$ cat config.mk
export PLATFORM = sky130hd
export DESIGN_NAME = edge_event_arbiter
export DESIGN_NICKNAME = d
export VERILOG_FILES = /design/src/rtl/edge_arb_pkg.sv /design/src/rtl/edge_arb_chan.sv /design/src/rtl/edge_event_arbiter.sv
export SDC_FILE = /design/constraint.sdc
export NUM_CORES = 1
export LEC_CHECK = 0
export ABC_AREA = 1
export CAP_MARGIN = 20
export CELL_PAD_IN_SITES_DETAIL_PLACEMENT = 0
export CELL_PAD_IN_SITES_GLOBAL_PLACEMENT = 2
export CORE_ASPECT_RATIO = 1.75
export CORE_MARGIN = 2
export CORE_UTILIZATION = 30
export CTS_BUF_LIST = sky130_fd_sc_hd__clkbuf_2
export CTS_CLUSTER_SIZE = 24
export DETAILED_ROUTE_END_ITERATION = 8
export GPL_ROUTABILITY_DRIVEN = 0
export PLACE_DENSITY_LB_ADDON = 0.1
export SLEW_MARGIN = 5
export SYNTH_ARGS = -nofsm -noshare
export SYNTH_HDL_FRONTEND = slang
export SYNTH_SLANG_ARGS = --single-unit
$ cat constraint.sdc
create_clock -name clk -period 3.2 [get_ports clk]
set_clock_uncertainty 0.1 [all_clocks]
set_input_delay 0.48 -clock clk [delete_from_list [all_inputs] [get_ports clk]]
set_output_delay 0.48 -clock clk [all_outputs]
set_load 0.005 [all_outputs]
$ cat src/rtl/edge_arb_pkg.sv
// ----------------------------------------------------------------------------
// edge_arb_pkg
// Shared types for the edge event arbiter.
//   arb_state_t : presentation FSM states (ARB_IDLE, ARB_PRESENT)
//   edge_slot_t : one channel's pending slot (pend, rise, and ts when
//                 EDGE_ARB_TS_EN is defined)
// Macro: EDGE_ARB_TS_EN adds a timestamp field to the slot. The field is
// EDGE_ARB_TS_W_MAX bits wide. The top level zero-extends its TS_W-bit
// counter into it and truncates it back on presentation, so TS_W can stay a
// parameter of the top.
// ----------------------------------------------------------------------------
package edge_arb_pkg;

    localparam int unsigned EDGE_ARB_TS_W_MAX = 32;

    typedef enum logic [0:0] {
        ARB_IDLE    = 1'b0,
        ARB_PRESENT = 1'b1
    } arb_state_t;

`ifdef EDGE_ARB_TS_EN
    typedef struct packed {
        logic                         pend;
        logic                         rise;
        logic [EDGE_ARB_TS_W_MAX-1:0] ts;
    } edge_slot_t;
`else
    typedef struct packed {
        logic pend;
        logic rise;
    } edge_slot_t;
`endif

    localparam edge_slot_t EDGE_SLOT_EMPTY = '0;

endpackage

$ cat src/rtl/edge_arb_chan.sv
// ----------------------------------------------------------------------------
// edge_arb_chan
// One input channel: edge detection, edge qualification, pending slot and
// sticky overflow flag.
// Ports:
//   clk, rst   clock, synchronous active-high reset
//   sig_in     synchronized input line
//   rise_en    capture rising edges
//   fall_en    capture falling edges
//   grant      arbiter takes this slot this cycle (clears pend)
//   ovf_clr    one-cycle pulse clearing ovf
//   ts_now     current timestamp, zero-extended (EDGE_ARB_TS_EN only)
//   slot       registered pending slot
//   ovf        registered sticky overflow flag
// Macro: EDGE_ARB_TS_EN enables the timestamp capture.
// ----------------------------------------------------------------------------
module edge_arb_chan
    import edge_arb_pkg::*;
(
    input  logic                         clk,
    input  logic                         rst,
    input  logic                         sig_in,
    input  logic                         rise_en,
    input  logic                         fall_en,
    input  logic                         grant,
    input  logic                         ovf_clr,
`ifdef EDGE_ARB_TS_EN
    input  logic [EDGE_ARB_TS_W_MAX-1:0] ts_now,
`endif
    output edge_slot_t                   slot,
    output logic                         ovf
);

    logic       sig_d1_r;
    edge_slot_t slot_r;
    logic       ovf_r;

    logic rise_s;
    logic fall_s;
    logic qual_s;
    logic load_s;
    logic drop_s;

    // Edge detection, qualification, and the load/drop decision.
    // A slot that is being granted this cycle counts as free, so a
    // simultaneous edge refills it instead of overflowing.
    always_comb begin
        rise_s = sig_in & ~sig_d1_r;
        fall_s = ~sig_in & sig_d1_r;
        qual_s = (rise_s & rise_en) | (fall_s & fall_en);
        load_s = qual_s & (~slot_r.pend | grant);
        drop_s = qual_s & slot_r.pend & ~grant;
    end

    // Input history, pending slot and overflow state.
    always_ff @(posedge clk) begin
        if (rst) begin
            sig_d1_r <= 1'b0;
            slot_r   <= EDGE_SLOT_EMPTY;
            ovf_r    <= 1'b0;
        end else begin
            sig_d1_r <= sig_in;
            if (load_s) begin
                slot_r.pend <= 1'b1;
                slot_r.rise <= rise_s;
`ifdef EDGE_ARB_TS_EN
                slot_r.ts   <= ts_now;
`endif
            end else if (grant) begin
                slot_r.pend <= 1'b0;
            end else begin
                slot_r <= slot_r;
            end
            // A new overflow beats a clear in the same cycle.
            if (drop_s) begin
                ovf_r <= 1'b1;
            end else if (ovf_clr) begin
                ovf_r <= 1'b0;
            end else begin
                ovf_r <= ovf_r;
            end
        end
    end

    assign slot = slot_r;
    assign ovf  = ovf_r;

endmodule

$ cat src/rtl/edge_event_arbiter.sv
// ----------------------------------------------------------------------------
// edge_event_arbiter
// Captures enabled rise/fall edges on NCH channels as pending events and
// serializes them round-robin onto one valid/ready event port.
// Ports:
//   clk, rst    clock, synchronous active-high reset
//   sig_in      synchronized input lines [NCH]
//   rise_en     per-channel rising-edge capture enable [NCH]
//   fall_en     per-channel falling-edge capture enable [NCH]
//   evt_valid   event presented
//   evt_ready   consumer accepts event
//   evt_ch      channel of presented event
//   evt_rise    1 = rising edge, 0 = falling edge
//   ovf         sticky per-channel overflow (event dropped) [NCH]
//   ovf_clr     per-channel overflow clear pulse [NCH]
//   evt_ts      timestamp of presented event (EDGE_ARB_TS_EN only)
// Macro: EDGE_ARB_TS_EN adds a free-running TS_W-bit counter, per-slot
// timestamps and the evt_ts port.
// ----------------------------------------------------------------------------
module edge_event_arbiter
    import edge_arb_pkg::*;
#(
    parameter int unsigned NCH  = 4,
    parameter int unsigned TS_W = 16
)
(
    input  logic                    clk,
    input  logic                    rst,
    input  logic [NCH-1:0]          sig_in,
    input  logic [NCH-1:0]          rise_en,
    input  logic [NCH-1:0]          fall_en,
    output logic                    evt_valid,
    input  logic                    evt_ready,
    output logic [$clog2(NCH)-1:0]  evt_ch,
    output logic                    evt_rise,
    output logic [NCH-1:0]          ovf,
    input  logic [NCH-1:0]          ovf_clr
`ifdef EDGE_ARB_TS_EN
    ,
    output logic [TS_W-1:0]         evt_ts
`endif
);

    localparam int unsigned CH_W = $clog2(NCH);

    if (NCH < 2 || NCH > 32 || TS_W < 1 || TS_W > EDGE_ARB_TS_W_MAX) begin : g_param_check
        $error("edge_event_arbiter: NCH must be 2..32 and TS_W 1..32");
    end

    edge_slot_t       slot_s [NCH];
    logic [NCH-1:0]   pend_s;
    logic [NCH-1:0]   grant_s;
    logic [NCH-1:0]   ovf_s;

    arb_state_t       state_r;
    arb_state_t       state_nxt_s;
    logic             load_s;
    logic             found_s;
    logic [CH_W-1:0]  gnt_idx_s;
    logic [CH_W-1:0]  rr_ptr_r;

    logic             evt_valid_r;
    logic [CH_W-1:0]  evt_ch_r;
    logic             evt_rise_r;

`ifdef EDGE_ARB_TS_EN
    logic [TS_W-1:0]              ts_cnt_r;
    logic [TS_W-1:0]              evt_ts_r;
    logic [EDGE_ARB_TS_W_MAX-1:0] ts_ext_s;

    // Free-running timestamp; wraps naturally at 2^TS_W.
    always_ff @(posedge clk) begin
        if (rst) begin
            ts_cnt_r <= {TS_W{1'b0}};
        end else begin
            ts_cnt_r <= ts_cnt_r + {{(TS_W-1){1'b0}}, 1'b1};
        end
    end

    assign ts_ext_s = EDGE_ARB_TS_W_MAX'(ts_cnt_r);
`endif

    for (genvar g = 0; g < NCH; g++) begin : g_chan
        edge_arb_chan u_chan (
            .clk     (clk),
            .rst     (rst),
            .sig_in  (sig_in[g]),
            .rise_en (rise_en[g]),
            .fall_en (fall_en[g]),
            .grant   (grant_s[g]),
            .ovf_clr (ovf_clr[g]),
`ifdef EDGE_ARB_TS_EN
            .ts_now  (ts_ext_s),
`endif
            .slot    (slot_s[g]),
            .ovf     (ovf_s[g])
        );
        assign pend_s[g] = slot_s[g].pend;
    end

    // Round-robin search: first pending channel after rr_ptr, wrapping.
    always_comb begin : p_rr_search
        int unsigned     cand_v;
        logic [CH_W-1:0] idx_v;
        found_s   = 1'b0;
        gnt_idx_s = {CH_W{1'b0}};
        cand_v    = 32'd0;
        idx_v     = {CH_W{1'b0}};
        for (int unsigned i = 1; i <= NCH; i++) begin
            cand_v = 32'(rr_ptr_r) + i;
            if (cand_v >= NCH) begin
                cand_v = cand_v - NCH;
            end else begin
                cand_v = cand_v;
            end
            idx_v = CH_W'(cand_v);
            if (!found_s && pend_s[idx_v]) begin
                found_s   = 1'b1;
                gnt_idx_s = idx_v;
            end else begin
                found_s   = found_s;
            end
        end
    end

    // Presentation FSM next-state; a grant happens only from IDLE.
    always_comb begin
        state_nxt_s = state_r;
        load_s      = 1'b0;
        case (state_r)
            ARB_IDLE: begin
                if (found_s) begin
                    state_nxt_s = ARB_PRESENT;
                    load_s      = 1'b1;
                end else begin
                    state_nxt_s = ARB_IDLE;
                end
            end
            ARB_PRESENT: begin
                if (evt_ready) begin
                    state_nxt_s = ARB_IDLE;
                end else begin
                    state_nxt_s = ARB_PRESENT;
                end
            end
            default: begin
                state_nxt_s = ARB_IDLE;
            end
        endcase
    end

    // One-hot grant to the channel whose slot is being taken.
    always_comb begin
        grant_s = {NCH{1'b0}};
        if (load_s) begin
            grant_s[gnt_idx_s] = 1'b1;
        end else begin
            grant_s = {NCH{1'b0}};
        end
    end

    // FSM state register.
    always_ff @(posedge clk) begin
        if (rst) begin
            state_r <= ARB_IDLE;
        end else begin
            state_r <= state_nxt_s;
        end
    end

    // Output registers and round-robin pointer; loaded only on a grant so
    // the presented event stays stable until accepted.
    always_ff @(posedge clk) begin
        if (rst) begin
            evt_valid_r <= 1'b0;
            evt_ch_r    <= {CH_W{1'b0}};
            evt_rise_r  <= 1'b0;
            rr_ptr_r    <= CH_W'(NCH - 1);
`ifdef EDGE_ARB_TS_EN
            evt_ts_r    <= {TS_W{1'b0}};
`endif
        end else begin
            evt_valid_r <= (state_nxt_s == ARB_PRESENT);
            if (load_s) begin
                evt_ch_r   <= gnt_idx_s;
                evt_rise_r <= slot_s[gnt_idx_s].rise;
                rr_ptr_r   <= gnt_idx_s;
`ifdef EDGE_ARB_TS_EN
                evt_ts_r   <= slot_s[gnt_idx_s].ts[TS_W-1:0];
`endif
            end else begin
                rr_ptr_r   <= rr_ptr_r;
            end
        end
    end

    assign evt_valid = evt_valid_r;
    assign evt_ch    = evt_ch_r;
    assign evt_rise  = evt_rise_r;
    assign ovf       = ovf_s;
`ifdef EDGE_ARB_TS_EN
    assign evt_ts    = evt_ts_r;
`endif

endmodule

==> results of run 1 <==
==> worst paths after layout <==
path / endpoint / slack, ns / cells after the start
setup / recovery: g_chan[1].u_chan.slot[0] / 1.05 / 14
hold / removal: g_chan[1].u_chan.ovf / 0.38 / 2
setup reg to reg: g_chan[1].u_chan.slot[0] / 1.05 / 14
hold reg to reg: g_chan[1].u_chan.ovf / 0.38 / 2
==> per-layer routing <==
metal,wire length [um],global-route usage
met5,0,0
met1,1180,0.144
met4,40,0.0449
met3,85,0.0248
met2,1740,0.269
==> Yosys cell counts <==
| cell | count |
|---|---|
| o21ai_0 | 4 |
| a21oi_2 | 1 |
| clkbuf_1 | 2 |
| inv_1 | 24 |
| nand2_2 | 14 |
| nand2_1 | 42 |
| buf_4 | 4 |
| nand3_2 | 6 |
| a21oi_1 | 14 |
| inv_8 | 1 |
| or2_2 | 3 |
| inv_2 | 3 |
| nor2_4 | 3 |
| buf_6 | 2 |
| nand4_1 | 1 |
| o211ai_1 | 2 |
| nor2_1 | 17 |
| dfxtp_1 | 22 |
| nand2_4 | 2 |
| nand3_1 | 20 |
==> state kept, by name (all words and copies together), names as in the netlist <==
signal	cells
g_chan.u_chan.ovf	4
g_chan.u_chan.slot	8
g_chan.u_chan.sig_d1_r	4
evt_valid	1
evt_ch	2
evt_rise	1
rr_ptr_r	2
==> area by class of cell <==
cell class | count | area [um^2]
Sequential cell | 22 | 440
Fill cell | 464 | 2550
Inverter | 28 | 113
Multi-Input combinational cell | 129 | 664
Tap cell | 49 | 61.3
Timing Repair Buffer | 27 | 268
Clock buffer | 3 | 15.0
==> worst register-to-register path, stage by stage, from the launching register on <==
cell     delay, ns
dfxtp_1       0.59
inv_8         0.09
nand2_1       0.11
nand2_1       0.07
nor2_1        0.20
nor2_1        0.11
nand3_2       0.12
nand2_2       0.08
inv_2         0.19
nand3_2       0.12
nand2_1       0.10
nand2_2       0.07
nand2_1       0.05
nand2_1       0.04
nor2_1        0.08
==> stage by stage <==
stage	hold WS (ns)	worst slack (ns)	instances
final	0.382	1.05	258
after global routing	0.410	0.784	258
after CTS	0.387	1.02	258
after detailed placement	0.362	1.04	255
after global placement	0.352	1.06	255
after floorplan	0.344	1.51	187
==> power by group through the flow <==
stage / combinational [uW] / sequential, uW / clock (uW)
4_1_cts: 732 / 375 / 115
5_1_grt: 815 / 382 / 127
2_1_floorplan: 592 / 361 / 0
6_report: 718 / 375 / 109
3_5_place_dp: 730 / 381 / 0
3_3_place_gp: 726 / 380 / 0
==> cells by family after synthesis <==
family,count (synthesis),synth area share
buffers and inverters,36,0.135
flip-flops,22,0.345
AND/OR/NAND/NOR,108,0.431
AO/OA/AOI/OAI,21,0.0891
==> flow_metrics.py, run 1 <==
metrics = {
    "cts": {
        "clock-sinks": 22,
        "clk_pin_slew_ns": 0.20,
        "cts_buffers": 3,
        "ctsHoldBuffers": 0,
        "post_cts_buffers": 0,
        "h-tree-depth": 1,
        "cts_buffer_depth": 2,
        "cts-root-buf": "clkbuf_2",
        "worstSkewPairLatency_ns": 0.33,
        "cts_tree": "done",
        "cts_resized": 0,
    },
    "synth": {
        "ys_top_cells_by_area": "dfxtp_1 (34%), nand2_1 (12%), nand3_1 (7.8%), inv_1 (7.1%), nand2_2 (6.9%)",
        "yosysWarnings": 0,
        "yosysSeqAreaShare": 0.345,
        "synth_area_per_cell_um2": 6.83,
        "synth_top_area_frac": 0.345,
        "synth-seq-cells": 22,
        "syn_inst": 187,
        "syn-num-nets": 206,
        "yosysTopAreaCell": "dfxtp_1",
        "syn_area_mm2": 0.00128,
        "ys_types": 20,
    },
    "sta": {
        "finalCritPeriodShare": 0.673,
        "fmax_ghz": 0.465,
        "setup_tns_ns": 0,
        "finalSetupViolCount": 0,
        "drv_slew": 0,
        "fin_crit_ns": 2.15,
        "hold_viol": 0,
        "rsz0062_at_grt": "no",
        "slew_headroom": 0.681,
        "worst_pin_slew_ns": 0.473,
    },
    "critical_path": {
        "crit_path_start_kind": "register",
        "arrival_ns": 2.34,
        "critPathMaxFanout": 11,
        "critPathMaxStageDelay_ns": 0.59,
        "cp-end-kind": "register",
        "rr_startpoint": "rr_ptr_r[0]",
        "critical_path_required_ns": 3.39,
        "path_cells": "inv_8 > nand2_1 > nand2_1 > nor2_1 > nor2_1 > nand3_2 > nand2_2 > inv_2 > nand3_2 > nand2_1 > nand2_2 > nand2_1 > nand2_1 > nor2_1",
        "cp.buffers_inverters": 2,
        "crit_start": "rr_ptr_r[0]",
        "cp_slowest_cell": "dfxtp_1",
        "critical_path_class": "register to register",
        "crit_family": "simple AND/OR/NAND/NOR gates",
        "critPathMostFrequentCell": "nand2_1",
    },
    "run_status": {
        "outcome": "complete, no violations",
    },
    "final_layout": {
        "antennaDiodeCount": 0,
        "layout-drive-gt1-share": 0.177,
        "fin_nets": 230,
        "final_cell_area_mm2": 0.00156,
        "final_core_util": 0.380,
        "final_common_cell": "nand2_1",
        "final_cell_mix": "nand2_1 (42), clkdlybuf4s50_1 (26), inv_1 (24)",
        "syn_to_final_growth_pct": 22.2,
    },
    "global_route": {
        "first_global_vias": 1157,
        "groute.usage.overall": 0.141,
        "grt_max_degree": 17,
        "grt_overflow_total": 0,
        "grt_pass1_wl_um": 5070,
        "antenna_found_initial": 0,
    },
    "detailed_routing": {
        "wl_per_cell_um": 11.8,
        "remaining_drc_errors": 0,
        "viasPerCell": 4.54,
        "postRouteAntennaNets": 0,
        "wl_um": 3040,
        "first_pass_iters": 4,
        "vias": 1171,
        "dr.first_iter.drc_count": 20,
    },
    "pwr": {
        "p_int_uw": 606,
        "clockPowerShare": 0.091,
        "p_sw_uw": 595,
        "swShare": 0.495,
        "total_power_uw": 1200,
        "p_per_area_mw_per_mm2": 770,
        "power_frac_comb": 0.598,
        "p_seq_frac": 0.312,
        "power_leakage_uw": 0.000713,
        "peakVddDrop_mv": 0.311,
    },
    "hold_path": {
        "worstHoldPathType": "register to register",
        "worstHoldStart": "g_chan[1].u_chan.ovf",
    },
    "placement": {
        "io_buffers": 26,
        "hpwl_um": 2540,
        "dpl_cell_area_mm2": 0.00155,
    },
    "die": {
        "die_w_um": 53.3,
        "io_pins": 27,
        "dieHeight_um": 90.3,
        "die_area_mm2": 0.00482,
        "core-area_mm2": 0.00411,
        "start_util": 0.311,
        "rows": 31,
    },
    "flow_run": {
        "cap_violations": 0,
    },
}
Note: power is estimated with default switching activity, not from simulation.
==> run 2, diff against run 1 <==
- CORE_UTILIZATION: 30 -> 25
- clock period: 3.2 -> 1.8 ns (I/O delays scaled with it)
==> flow_metrics.py, run 2 (synthesized netlist as in run 1, its figures left out) <==
metrics = {
    "critical_path": {
        "cp_slowest_cell": "dfxtp_4",
        "critPathMaxFanout": 8,
        "critPathMostFrequentCell": "nand2_2",
        "crit_path_start_kind": "register",
        "cp.buffers_inverters": 4,
        "critical_path_required_ns": 1.95,
        "crit_family": "simple AND/OR/NAND/NOR gates",
        "path_cells": "inv_8 > buf_6 > nand2_2 > nand3_2 > nand2_2 > nor2_4 > nand3_4 > nand2_2 > nand2_4 > buf_4 > buf_6 > nand2_4 > o211ai_1",
        "cp-end-kind": "register",
        "arrival_ns": 2.03,
        "critical_path_class": "register to register",
        "critPathMaxStageDelay_ns": 0.44,
    },
    "sta": {
        "fmax_ghz": 0.530,
        "slew_headroom": 0.818,
        "finalSetupViolCount": 6,
        "hold_viol": 0,
        "worst_pin_slew_ns": 0.272,
        "fin_ws_ns": -0.0860,
        "finalCritPeriodShare": 1.05,
        "drv_slew": 0,
        "rsz0062_at_grt": "yes",
        "fin_crit_ns": 1.89,
        "holdWs_ns": 0.355,
    },
    "die": {
        "die_area_mm2": 0.00572,
        "start_util": 0.259,
        "core-area_mm2": 0.00493,
        "rows": 34,
        "io_pins": 27,
        "dieHeight_um": 98.6,
        "die_w_um": 58.0,
    },
    "run_status": {
        "violations": "negative setup slack",
        "outcome": "finished with violations",
    },
    "final_layout": {
        "final_cell_area_mm2": 0.00204,
        "final_cell_mix": "clkdlybuf4s50_1 (26), nand2_1 (25), inv_1 (21)",
        "antennaDiodeCount": 0,
        "fin_nets": 254,
        "layout-drive-gt1-share": 0.453,
        "largest_reg_flops": 8,
        "final_common_cell": "clkdlybuf4s50_1",
        "stdcell_count": 288,
        "syn_to_final_growth_pct": 59.4,
    },
    "cts": {
        "h-tree-depth": 1,
        "clk_pin_slew_ns": 0.23,
        "ctsHoldBuffers": 0,
        "clock-sinks": 22,
        "cts-root-buf": "clkbuf_2",
        "cts_buffer_depth": 2,
        "worstSkewPairLatency_ns": 0.34,
        "cts_buffers": 3,
        "cts_tree": "done",
    },
    "hold_path": {
        "worstHoldPathType": "input pin to register",
    },
    "global_route": {
        "first_global_vias": 1339,
        "grt_overflow_total": 0,
        "grt_max_degree": 16,
        "groute.usage.overall": 0.135,
        "antenna_found_initial": 0,
        "grt_pass1_wl_um": 5910,
    },
    "detailed_routing": {
        "first_pass_iters": 4,
        "postRouteAntennaNets": 0,
        "vias": 1310,
        "remaining_drc_errors": 0,
        "dr.first_iter.drc_count": 40,
        "viasPerCell": 4.55,
        "wl_per_cell_um": 12.3,
        "wl_um": 3540,
    },
    "flow_run": {
        "cap_violations": 0,
    },
    "placement": {
        "io_buffers": 26,
        "dp.cells": 278,
        "dpl_cell_area_mm2": 0.00170,
        "hpwl_um": 2750,
    },
    "pwr": {
        "p_per_area_mw_per_mm2": 1640,
        "peakVddDrop_mv": 0.759,
        "power_leakage_uw": 0.000921,
        "total_power_uw": 3330,
    },
}
[run 2: changes by cell type in the layout (fill, tap and decap cells not counted), moves of 7 or more]
cell	previous run	this run
a21oi_1	14	6
a21oi_2	1	8
buf_4	1	20
nand2_1	42	25
nand2_4	2	13
nand3_1	20	11
[run 2: metrics by stage]
step | utilization | setup TNS, ns | setup slack (ns)
floorplan | - | 0 | 0.108
global placement | 0.345 | -0.313 | -0.0721
detailed placement | 0.345 | -0.572 | -0.0906
CTS | 0.383 | -0.301 | -0.0828
global route | 0.413 | -1.71 | -0.189
finish | 0.413 | -0.343 | -0.0860
[run 2: cell type report]
cell class | instances | area, um^2
clock buffers | 3 | 15.0
repair buffers | 51 | 467
flip-flops and latches | 22 | 452
multi-input cells | 129 | 877
clock inverters | 1 | 30.0
inverters | 28 | 128
well taps | 54 | 67.6
fillers | 545 | 2900
[run 2: worst register-to-register path, cell delays in order (launching register included)]
cell,delay [ns]
dfxtp_4,0.44
inv_8,0.09
buf_6,0.12
nand2_2,0.05
nand3_2,0.07
nand2_2,0.06
nor2_4,0.14
nand3_4,0.13
nand2_2,0.11
nand2_4,0.09
buf_4,0.15
buf_6,0.11
nand2_4,0.07
o211ai_1,0.08
[run 2: where the power goes]
part	switching (uW)	internal, uW
Combinational	1250	1040
Sequential	99.7	590
Clock	162	191
[run 2: worst paths after layout]
kind	startpoint	endpoint	slack [ns]	cells after the start
max	rr_ptr_r[0]	rr_ptr_r[0]	-0.09	13
min	sig_in[0]	g_chan[0].u_chan.sig_d1_r	0.35	3
max reg2reg	rr_ptr_r[0]	rr_ptr_r[0]	-0.09	13
min reg2reg	evt_ch[1]	evt_ch[1]	0.38	2
[run 2: per-layer routing]
layer | part of all wire | global-route usage
met3 | 0.016 | 0.0157
met4 | 0.020 | 0.0662
met5 | 0 | 0
met2 | 0.60 | 0.265
met1 | 0.37 | 0.131
[run 2: repair_timing]
item / 4_1_cts / 5_1_grt
gates resized for setup: 36 / 40
endpoints found under the hold margin: 0 / 0
endpoints found under the setup margin: 17 / 18
cloned: 0 / 0
pin swaps: 17 / 25
setup buffers: 6 / 2
